[src/rtl/sram_responder_pkg.sv]
// -----------------------------------------------------------------------------
// sram_resp_pkg
//   Shared definitions for the SRAM responder:
//     state_e     - responder FSM states (IDLE, ACCESS, DATA, WAIT, RESP)
//     WAIT_CNT_W  - width of the wait-state down-counter
//     BWEB_NONE   - all-ones bit-write-enable (no bit written); sliced to the
//                   data width by the user, so it is kept wide here
// -----------------------------------------------------------------------------
package sram_resp_pkg;

   typedef enum logic [2:0] {
      IDLE   = 3'd0,
      ACCESS = 3'd1,
      DATA   = 3'd2,
      WAIT   = 3'd3,
      RESP   = 3'd4
   } state_e;

   localparam int WAIT_CNT_W = 4;

   localparam int                    BWEB_MAX_W = 64;
   localparam logic [BWEB_MAX_W-1:0] BWEB_NONE  = '1;

endpackage

[src/rtl/sram_responder.sv]
// -----------------------------------------------------------------------------
// sram_responder
//   Memory-side responder for one CPU port. Takes one request at a time over a
//   valid/ready handshake, performs a single-cycle access on an SRAM macro
//   (active-low CEB/WEB/BWEB), captures the macro's DO one cycle later and
//   returns it over a valid/ready response channel after WAIT_CYCLES extra
//   cycles.
//
// Parameters
//   ADDR_W       SRAM word-address width (sram_A)
//   DATA_W       data width (<= 64)
//   WAIT_CYCLES  extra cycles before the response, 0..15
//
// Ports
//   clk          clock, rising edge
//   rst          asynchronous active-low reset
//   req_valid    request present
//   req_ready    responder can take a request this cycle
//   req_we       1 = write, 0 = read
//   req_addr     byte address; only bits [ADDR_W+1:2] are used
//   req_wdata    write data
//   req_bweb     per-bit write mask, active-low
//   rsp_valid    response present
//   rsp_ready    consumer takes the response
//   rsp_rdata    read data (zero for write acknowledgements)
//   rsp_write    1 = write acknowledgement
//   sram_CEB     macro chip enable, active-low (registered)
//   sram_WEB     macro write enable, active-low (registered)
//   sram_BWEB    macro bit-write enable, active-low (registered)
//   sram_A       macro word address (registered)
//   sram_DI      macro write data (registered)
//   sram_DO      macro read data, valid the cycle after the access cycle
// -----------------------------------------------------------------------------
module sram_responder
   import sram_resp_pkg::*;
#(
   parameter int ADDR_W      = 14,
   parameter int DATA_W      = 32,
   parameter int WAIT_CYCLES = 0
) (
   input  logic              clk,
   input  logic              rst,
   input  logic              req_valid,
   output logic              req_ready,
   input  logic              req_we,
   input  logic [31:0]       req_addr,
   input  logic [DATA_W-1:0] req_wdata,
   input  logic [DATA_W-1:0] req_bweb,
   output logic              rsp_valid,
   input  logic              rsp_ready,
   output logic [DATA_W-1:0] rsp_rdata,
   output logic              rsp_write,
   output logic              sram_CEB,
   output logic              sram_WEB,
   output logic [DATA_W-1:0] sram_BWEB,
   output logic [ADDR_W-1:0] sram_A,
   output logic [DATA_W-1:0] sram_DI,
   input  logic [DATA_W-1:0] sram_DO
);

   localparam logic [DATA_W-1:0] BWEB_ALL = BWEB_NONE[DATA_W-1:0];

   // Counter start value on WAIT entry; WAIT then lasts WAIT_CYCLES cycles.
   localparam logic [WAIT_CNT_W-1:0] WAIT_LOAD =
      (WAIT_CYCLES > 0) ? WAIT_CNT_W'(WAIT_CYCLES - 1) : '0;

   state_e                  state_q, state_d;
   logic [WAIT_CNT_W-1:0]   cnt_q,   cnt_d;
   logic                    ceb_q,   ceb_d;
   logic                    web_q,   web_d;
   logic [DATA_W-1:0]       bweb_q,  bweb_d;
   logic [ADDR_W-1:0]       a_q,     a_d;
   logic [DATA_W-1:0]       di_q,    di_d;
   logic                    we_q,    we_d;
   logic [DATA_W-1:0]       rdata_q, rdata_d;
   logic                    write_q, write_d;

   logic                    accept;

   // Byte-offset bits and address bits above the macro range alias away.
   logic                    unused_addr_bits;
   assign unused_addr_bits = ^{req_addr[31:ADDR_W+2], req_addr[1:0]};

   // A request can be taken from IDLE, or from RESP in the same edge that
   // retires the current response.
   assign req_ready = rst & ((state_q == IDLE) | ((state_q == RESP) & rsp_ready));
   assign accept    = req_valid & req_ready;

   // -------------------------------------------------------------------------
   // Next-state and registered-output logic
   // -------------------------------------------------------------------------
   always_comb begin
      state_d = state_q;
      cnt_d   = cnt_q;
      ceb_d   = ceb_q;
      web_d   = web_q;
      bweb_d  = bweb_q;
      a_d     = a_q;
      di_d    = di_q;
      we_d    = we_q;
      rdata_d = rdata_q;
      write_d = write_q;

      case (state_q)
         IDLE: begin
            state_d = IDLE;
         end
         ACCESS: begin
            // Single access cycle ends: release the macro controls.
            ceb_d   = 1'b1;
            web_d   = 1'b1;
            bweb_d  = BWEB_ALL;
            state_d = DATA;
         end
         DATA: begin
            // DO is valid now; writes return zero data.
            rdata_d = we_q ? '0 : sram_DO;
            write_d = we_q;
            if (WAIT_CYCLES > 0) begin
               state_d = WAIT;
               cnt_d   = WAIT_LOAD;
            end else begin
               state_d = RESP;
            end
         end
         WAIT: begin
            if (cnt_q == '0) begin
               state_d = RESP;
            end else begin
               cnt_d = cnt_q - WAIT_CNT_W'(1);
            end
         end
         RESP: begin
            if (rsp_ready) begin
               state_d = IDLE;
            end
         end
         default: begin
            state_d = IDLE;
         end
      endcase

      // Acceptance (from IDLE or RESP) overrides the plain transitions above
      // and drives the access cycle directly from the request.
      if (accept) begin
         state_d = ACCESS;
         ceb_d   = 1'b0;
         web_d   = ~req_we;
         bweb_d  = req_we ? req_bweb : BWEB_ALL;
         a_d     = req_addr[ADDR_W+1:2];
         di_d    = req_wdata;
         we_d    = req_we;
      end
   end

   // -------------------------------------------------------------------------
   // State and output registers
   // -------------------------------------------------------------------------
   always_ff @(posedge clk or negedge rst) begin
      if (!rst) begin
         state_q <= IDLE;
         cnt_q   <= '0;
         ceb_q   <= 1'b1;
         web_q   <= 1'b1;
         bweb_q  <= BWEB_ALL;
         a_q     <= '0;
         di_q    <= '0;
         we_q    <= 1'b0;
         rdata_q <= '0;
         write_q <= 1'b0;
      end else begin
         state_q <= state_d;
         cnt_q   <= cnt_d;
         ceb_q   <= ceb_d;
         web_q   <= web_d;
         bweb_q  <= bweb_d;
         a_q     <= a_d;
         di_q    <= di_d;
         we_q    <= we_d;
         rdata_q <= rdata_d;
         write_q <= write_d;
      end
   end

   assign rsp_valid = (state_q == RESP);
   assign rsp_rdata = rdata_q;
   assign rsp_write = write_q;
   assign sram_CEB  = ceb_q;
   assign sram_WEB  = web_q;
   assign sram_BWEB = bweb_q;
   assign sram_A    = a_q;
   assign sram_DI   = di_q;

endmodule

[config.mk]
export PLATFORM = sky130hd
export DESIGN_NAME = sram_responder
export DESIGN_NICKNAME = d
export VERILOG_FILES = /design/src/rtl/sram_responder_pkg.sv /design/src/rtl/sram_responder.sv
export SDC_FILE = /design/constraint.sdc
export NUM_CORES = 1
export LEC_CHECK = 0
export ABC_CLOCK_PERIOD_IN_PS = 2200
export CORE_MARGIN = 5
export CORE_UTILIZATION = 35
export DETAILED_ROUTE_END_ITERATION = 12
export PLACE_DENSITY_LB_ADDON = 0.15
export SYNTH_ARGS = -nofsm -noshare
export SYNTH_HDL_FRONTEND = slang
export SYNTH_SLANG_ARGS = --single-unit
export TNS_END_PERCENT = 1
[constraint.sdc]
create_clock -name clk -period 2.2 [get_ports clk]
set_input_delay 0.44 -clock clk [delete_from_list [all_inputs] [get_ports clk]]
set_output_delay 0.44 -clock clk [all_outputs]
set_load 0.005 [all_outputs]
==> results.md, run 1 <==
- R2R depth: 4
- Initial Util: 0.357
- Total CTS buffers: 17
- Worst r2r src: state_q[1]$_DFFE_PN0P_
- CTS HTree Levels: 4
- Status: completed
- Synthesis-to-layout area growth: 65.4%
- # setup viols final: 0
- Buffers on Ports: 229
- Leakage: 3.20 nW
- Metal-1 WL: 4890 um
- Reg-to-Reg End: rsp_write$_DFFE_PN0N_
- Global route overflow: 0
- Total Routing Usage GR: 0.159
- Vias in the first global route: 3937
- Drc violations: 0
- Clock slew at reported path FFs: 50 ps
- Fin area: 7830 um2
- Ys Warns: 0
- CP Capture Type: output pin
- Worst EP required: 1760 ps
- Non-filler instance count after layout: 781
- Cell Area, Synth: 4730 um2
- Post-DP HPWL: 8920 um
- Met2 Wirelength: 6210 um
- Most used cell, CP: clkdlybuf4s50_1
- Post-Place Cells: 747
- CP arrival: 1690 ps
- Vias: 3595
- Setup TNS: 0 ps
- Mean Syn Cell Area: 13.4 um2
- Hold/Removal Path Class: in -> async
- Final nets: 726
- CTS tree: built
- Syn_nets: 488
- Filler Cells Inserted: 1107
- Routed vias/inst: 4.60
- 1st-iter DRT viols: 166
- Worst reg2reg setup slack: 540 ps
- Root Driver: clkbuf_16
- Routed WL per cell: 15.9 um
- Max-Cap Viols: 0
- Critical path fanouts, max: 2
- Crit-path max cell delay: 520 ps
- Hold Buf Count CTS: 0
- PD cells: 1090 nW/um2
- Mapped Cells: 354
- Routed Antenna Nets: 0
- Fin. Hold Viols: 0
- Die W: 126 um
- Drt total wl: 12400 um
- # IOs: 248
- Routed wl met3: 1120 um
- IR drop worst, VDD: 0.592 mV
- WP buf/inv: 2
- Clock tree sinks: 121
- Cell Area, Placed: 7240 um2
- #FFs+latches synth: 121
- Final worst path period share: 0.970
- Fraction of layout cells with a size suffix above 1: 0.215
- Unique masters post-synth: 33
- RSZ-0062 raised after global routing: no
- Achievable frequency: 469 MHz
- Register area share after synthesis: 0.649
- Largest net degree at the start of global routing: 66
- Initial antenna violation count: 0
- Placer Congestion: 0.705
- Inserted Diodes: 0
- Most frequent cells in the layout: clkdlybuf4s50_1, dfrtp_1, mux2_2
- Worst slew pin tran: 869 ps
- Core outline area: 13200 um2
- Global-route wire length before repair: 20000 um
- Rows: 42
- Critical-path top delay cell: clkdlybuf4s50_1
- Top layer in use: met4
- Total die area: 15900 um2
- Min Tclk post-route: 2130 ps
- Chip height: 126 um
- Cell family with most CP delay: buffers and inverters
- First-pass DRT Iterations: 4
- Setup CP Type: in -> out
- Startpoint types: input pin
- Commonest non-fill, non-tap cell in the layout: clkdlybuf4s50_1
- Crit-path cells: clkdlybuf4s50_1 -> nand2b_1 -> and3_1 -> clkdlybuf4s50_1
- Clk Latency, worst-skew pair: 410 ps
- Clk buf depth: 2
- Slew headroom: 0.421
- Clock Skews: 6.25 ps
- Max-slew violation count: 0
-- layout make-up --
type / count / area [um2] / share of cell area
inverters: 2 / 7.51 / 0.000959
flip-flops and latches: 121 / 3070 / 0.393
well taps: 176 / 220 / 0.0281
clock buffers: 18 / 439 / 0.0561
repair buffers: 240 / 2410 / 0.308
clock inverters: 14 / 131 / 0.0168
multi-input cells: 210 / 1540 / 0.197
-- kinds of logic after synthesis --
family	share of synthesized area
compound gates	0.108
xor+xnor	0.00185
fa+ha+maj	0.00264
buf+inv	0.0265
flops	0.649
mux	0.117
simple gates	0.0950
-- state kept, by name (all words and copies together) (netlist names) --
name,flops
sram_BWEB,32
we_q,1
sram_WEB,1
rsp_rdata,32
cnt_q,4
sram_DI,32
rsp_write,1
state_q,3
sram_CEB,1
sram_A,14
-- how the worst max path moves through the flow --
stage	start	endpoint	slack (ps)	depth (start not counted)
after floorplan	rsp_ready	sram_A[10]$_DFFE_PN0N_	700	5
after global placement	rsp_ready	req_ready	40	4
after detailed placement	rsp_ready	req_ready	50	4
after CTS	state_q[1]$_DFFE_PN0P_	req_ready	4	3
after global routing	state_q[0]$_DFFE_PN0P_	req_ready	20	3
final	rsp_ready	req_ready	70	4
-- layer usage --
metal  GRT usage  vias to the layer above
met1       0.185                     1741
met2       0.254                      129
met5           0                        -
met4      0.0675                        0
met3      0.0728                       15
li1            -                     1710
-- what timing repair did --
item	CTS	global route
buffers inserted	0	2
gates resized for setup	1	2
endpoints found under the setup margin	2	2
-- power by group --
group | switching [mW] | total, mW | internal, mW | leakage, nW
clock network | 0.967 | 2.64 | 1.67 | 0.272
registers | 0.375 | 3.32 | 2.95 | 1.42
logic | 0.815 | 2.57 | 1.76 | 1.50
total | 2.16 | 8.54 | 6.38 | 3.20
-- worst reg2reg max path: cells and delay by family (launching register included) --
| kind | cells | cell delay [ps] |
|---|---|---|
| and+or+nand+nor | 1 | 480 |
| buffers and inverters | 2 | 350 |
| DFF | 1 | 400 |
| muxes | 1 | 320 |
-- cells in the mapped netlist, drive strengths merged --
cell type / number / share of area
buf: 14 / 0.019
a211oi: 1 / 0.0026
xnor2: 1 / 0.0019
mux2i: 1 / 0.0021
inv: 2 / 0.0016
nand4b: 1 / 0.0019
o21ai: 33 / 0.035
nor2: 4 / 0.0048
nand3: 1 / 0.0011
nand2: 34 / 0.027
and3: 2 / 0.0026
nand4: 1 / 0.0013
o22a: 32 / 0.059
a21oi: 4 / 0.0042
clkbuf: 7 / 0.0056
o21a: 2 / 0.0032
and2: 1 / 0.0013
ha: 1 / 0.0026
mux2: 48 / 0.12
nand3b: 1 / 0.0016
dfstp: 34 / 0.19
a21bo: 1 / 0.0021
a21o: 1 / 0.0016
or3b: 1 / 0.0019
nor4: 1 / 0.0013
nand2b: 38 / 0.050
dfrtp: 87 / 0.46
-- per-stage QoR --
step	setup slack (ps)	power (mW)	hold WS, ps	utilization
after floorplan	702	4.16	144	-
after global placement	35.9	5.91	468	0.546
after detailed placement	51.7	5.97	474	0.546
after CTS	3.60	8.69	210	0.590
after global routing	15.4	9.04	232	0.591
final	66.1	8.54	214	0.591
(Power assumes the default switching activity.)
==> run 2: changes to the inputs <==
==> constraint.sdc (replaced) <==
create_clock -name clk -period 2.2 [get_ports clk]
set_input_delay 0.33 -clock clk [delete_from_list [all_inputs] [get_ports clk]]
set_output_delay 0.33 -clock clk [all_outputs]
set_load 0.005 [all_outputs]
==> results.md, run 2 (synthesized netlist as in run 1, its figures left out) <==
- Clk buf depth: 2
- Routed vias/inst: 4.64
- Setup CP Type: in -> out
- CP arrival: 1740 ps
- Critical path fanouts, max: 10
- CP Capture Type: output pin
- Fraction of layout cells with a size suffix above 1: 0.206
- Clock Skews: 11.6 ps
- 1st-iter DRT viols: 169
- Slew headroom: 0.435
- Root Driver: clkbuf_16
- Initial Util: 0.357
- Clock tree sinks: 121
- Commonest non-fill, non-tap cell in the layout: clkdlybuf4s50_1
- Worst slew pin tran: 847 ps
- Final nets: 723
- Worst r2r src: state_q[2]$_DFFE_PN0P_
- Final worst path period share: 0.941
- Clk Latency, worst-skew pair: 410 ps
- Rows: 42
- Synthesis-to-layout area growth: 65.1%
- Most frequent cells in the layout: clkdlybuf4s50_1, dfrtp_1, mux2_2
- Core outline area: 13200 um2
- Worst setup path endpoint: req_ready
- # IOs: 248
- Fin. Hold Viols: 0
- Placer Congestion: 0.717
- Routed Antenna Nets: 0
- Buffers on Ports: 229
- # Post-CTS Setup Buffers: 0
- # setup viols final: 0
- Initial antenna violation count: 0
- Chip height: 126 um
- CTS HTree Levels: 4
- Worst EP required: 1870 ps
- PD cells: 1090 nW/um2
- R2R depth: 3
- Setup TNS: 0 ps
- Max-slew violation count: 0
- Hold/Removal Path Class: in -> reg
- Smallest setup slack after layout: 131 ps
- Leakage: 3.21 nW
- Routed WL per cell: 16.1 um
- Reg-to-Reg End: rsp_write$_DFFE_PN0N_
- Inserted Diodes: 0
- Vias in the first global route: 3936
- CTS tree: built
- First-pass DRT Iterations: 4
- Largest net degree at the start of global routing: 66
- Startpoint types: input pin
- Die W: 126 um
- Clock slew at reported path FFs: 50 ps
- Max-Cap Viols: 0
- Min Tclk post-route: 2070 ps
- Total die area: 15900 um2
- Drt total wl: 12500 um
- Status: completed
- RSZ-0062 raised after global routing: no
- Global route overflow: 0
- Vias: 3605
- Total Routing Usage GR: 0.162
- Post-DP HPWL: 9070 um
- Worst reg2reg setup slack: 500 ps
- Drc violations: 0
- Global-route wire length before repair: 20400 um
- IR drop worst, VDD: 0.554 mV
- Achievable frequency: 483 MHz
- Worst Setup SP: rst
- Total CTS buffers: 17
- Worst slack, placed: 196 ps
## run 2: how the worst min path moves through the flow
stage                     cells after the start                        end         from  slack (ps)
after floorplan                               0       cnt_q[0]$_DFFE_PN0P_          rst          30
after CTS                                     3  rsp_rdata[23]$_DFFE_PN0N_  sram_DO[23]         460
final                                         3  rsp_rdata[24]$_DFFE_PN0N_  sram_DO[24]         470
after global routing                          3  rsp_rdata[23]$_DFFE_PN0N_  sram_DO[23]         480
after detailed placement                      1  sram_BWEB[19]$_DFFE_PN1P_          rst         350
after global placement                        1  sram_BWEB[19]$_DFFE_PN1P_          rst         350
## run 2: worst max-delay path, cell delays in order
cell             delay, ps
dlygate4sd3_1          540
buf_4                  180
and3_1                 160
clkdlybuf4s50_1        510
## run 2: area by class of cell
cell class                      instances  area, um2
Sequential cell                       121       3070
Multi-Input combinational cell        210       1550
Clock buffer                           25        537
Fill cell                            1103       5430
Clock inverter                          6       35.0
Inverter                                2       7.51
Tap cell                              176        220
Timing Repair Buffer                  237       2390
## run 2: metrics by stage
| step | instances | cell area (um2) | hold slack [ps] | power (mW) | util |
|---|---|---|---|---|---|
| after floorplan | 354 | 4730 | 34.4 | 4.16 | - |
| after global placement | 745 | 7220 | 349 | 5.91 | 0.545 |
| after detailed placement | 745 | 7220 | 354 | 5.98 | 0.545 |
| after CTS | 777 | 7800 | 459 | 8.65 | 0.589 |
| after global routing | 777 | 7810 | 482 | 9.03 | 0.590 |
| final | 777 | 7810 | 473 | 8.51 | 0.590 |
## run 2: power breakdown
part	switching, mW	internal [mW]
clock network	0.922	1.67
registers	0.388	2.95
logic	0.819	1.75
## run 2: timing repair
action / 4_1_cts / 5_1_grt
hold endpoints to repair: 4 / 0
hold buffers: 1 / 0
setup endpoints to repair: 0 / 1
gates resized for setup: 0 / 1
## run 2: per-layer routing
metal	global-route usage	vias to the layer above	part of all wire
met5	0	-	0
met4	0.0435	0	0.013
met3	0.0732	13	0.083
met2	0.264	131	0.50
met1	0.195	1762	0.40
li1	-	1699	-
==> run 3: changes to the inputs <==
--- a/config.mk
+++ b/config.mk
@@ -10,6 +10,7 @@
 export CORE_UTILIZATION = 35
 export DETAILED_ROUTE_END_ITERATION = 12
 export PLACE_DENSITY_LB_ADDON = 0.15
+export SETUP_SLACK_MARGIN = 0.5
 export SYNTH_ARGS = -nofsm -noshare
 export SYNTH_HDL_FRONTEND = slang
 export SYNTH_SLANG_ARGS = --single-unit
==> results.md, run 3 (synthesized netlist as in run 1, its figures left out) <==
- Crit-path cells: clkdlybuf4s50_1
- Worst slack, placed: 196 ps
- Final nets: 727
- Initial antenna violation count: 0
- Vias in the first global route: 3963
- Fin area: 7860 um2
- Post-Place Cells: 745
- Total die area: 15900 um2
- Drc violations: 0
- Root Driver: clkbuf_16
- Commonest non-fill, non-tap cell in the layout: clkdlybuf4s50_1
- Achievable frequency: 556 MHz
- RSZ-0062 raised after global routing: yes
- Clk buf depth: 2
- Switching Power: 2.14 mW
- Core Util, Final: 0.594
- Routed WL per cell: 16.5 um
- Vias: 3646
- CP arrival: 1470 ps
- CTS HTree Levels: 4
- Routed vias/inst: 4.67
- Clock Power Share: 0.305
- Rows: 42
- Chip height: 126 um
- Synthesis-to-layout area growth: 66.2%
- Cell family with most CP delay: buffers and inverters
- Clk Latency, worst-skew pair: 410 ps
- Slew headroom: 0.440
- Worst reg2reg setup slack: 530 ps
- # setup viols final: 0
- Max-Cap Viols: 0
- Buffers on Ports: 229
- R2R depth: 4
- Clock slew at reported path FFs: 50 ps
- Critical path fanouts, max: 2
- Inserted Diodes: 0
- Worst r2r src: state_q[2]$_DFFE_PN0P_
- CTS tree: built
- Core outline area: 13200 um2
- Critical path depth: 1
- Post-DP HPWL: 9070 um
- Comb power frac: 0.305
- Routed Antenna Nets: 0
- IR drop worst, VDD: 0.554 mV
- Leakage: 3.25 nW
- # IOs: 248
- Sequential power share: 0.390
- 1st-iter DRT viols: 151
- Initial Util: 0.357
- Global route overflow: 0
- Status: completed
- Crit-path max cell delay: 540 ps
- Drt total wl: 12900 um
- Final worst path period share: 0.817
- CP Capture Type: output pin
- Filler Cells Inserted: 1098
- Smallest setup slack after layout: 402 ps
- Global-route wire length before repair: 20500 um
- Die W: 126 um
- Non-filler instance count after layout: 781
- Worst Setup SP: sram_WEB$_DFFE_PN1P_
- Worst slew pin tran: 840 ps
- Reg-to-Reg End: rsp_write$_DFFE_PN0N_
- Min Tclk post-route: 1800 ps
- Max-slew violation count: 0
- WP buf/inv: 1
- Cell Area, Placed: 7220 um2
- First-pass DRT Iterations: 4
- Pwr Total: 8.53 mW
- Critical-path top delay cell: clkdlybuf4s50_1
- Clock Skews: 10.2 ps
- Total CTS buffers: 17
- Net Sw Frac: 0.251
- Hold_ws: 143 ps
- Total Routing Usage GR: 0.163
- Hold/Removal Path Class: in -> async
- Setup TNS: 0 ps
- Startpoint types: flop
- Placer Congestion: 0.717
- Fraction of layout cells with a size suffix above 1: 0.217
- Worst setup path endpoint: sram_WEB
- Clock tree sinks: 121
- Most frequent cells in the layout: clkdlybuf4s50_1, dfrtp_1, mux2_2
- P_int: 6.39 mW
- Setup CP Type: reg -> out
- Fin. Hold Viols: 0
- Worst EP required: 1870 ps
- Largest net degree at the start of global routing: 66
- PD cells: 1080 nW/um2
run 3: power groups by stage:
stage | clock, mW | sequential (mW) | combinational, mW
4_1_cts | 2.67 | 3.34 | 2.65
3_5_place_dp | 0 | 3.37 | 2.61
3_3_place_gp | 0 | 3.32 | 2.58
2_1_floorplan | 0 | 3.37 | 0.789
6_report | 2.60 | 3.33 | 2.60
5_1_grt | 2.79 | 3.44 | 2.83
run 3: layout make-up:
| cell class | count | area (um2) | share of cell area |
|---|---|---|---|
| Sequential cell | 121 | 3070 | 0.391 |
| Timing Repair Buffer | 241 | 2440 | 0.310 |
| Multi-Input combinational cell | 210 | 1550 | 0.197 |
| Clock buffer | 25 | 537 | 0.0683 |
| Tap cell | 176 | 220 | 0.0280 |
| Clock inverter | 6 | 35.0 | 0.00446 |
| Inverter | 2 | 7.51 | 0.000955 |
run 3: repair_timing:
| action | in CTS | in global routing |
|---|---|---|
| setup endpoints to repair | 36 | 74 |
| cloned | 0 | 1 |
| hold buffers | 1 | 0 |
| setup buffers | 3 | 0 |
| gates resized for setup | 7 | 2 |
| endpoints found under the hold margin | 4 | 0 |
run 3: worst min-delay path by stage:
| stage | slack, ps | startpoint | endpoint |
|---|---|---|---|
| 2_1_floorplan | 30 | rst | cnt_q[0]$_DFFE_PN0P_ |
| 3_3_place_gp | 350 | rst | sram_BWEB[19]$_DFFE_PN1P_ |
| 3_5_place_dp | 350 | rst | sram_BWEB[19]$_DFFE_PN1P_ |
| 4_1_cts | 150 | rst | rsp_rdata[26]$_DFFE_PN0N_ |
| 5_1_grt | 210 | rst | rsp_rdata[26]$_DFFE_PN0N_ |
| 6_report | 140 | rst | rsp_rdata[29]$_DFFE_PN0N_ |
run 3: metal layers:
metal / global-route usage / wire length [um] / vias to the layer above
li1: - / - / 1705
met1: 0.195 / 5130 / 1794
met2: 0.267 / 6480 / 132
met3: 0.0732 / 1090 / 15
met4: 0.0435 / 191 / 0
met5: 0 / 0 / -
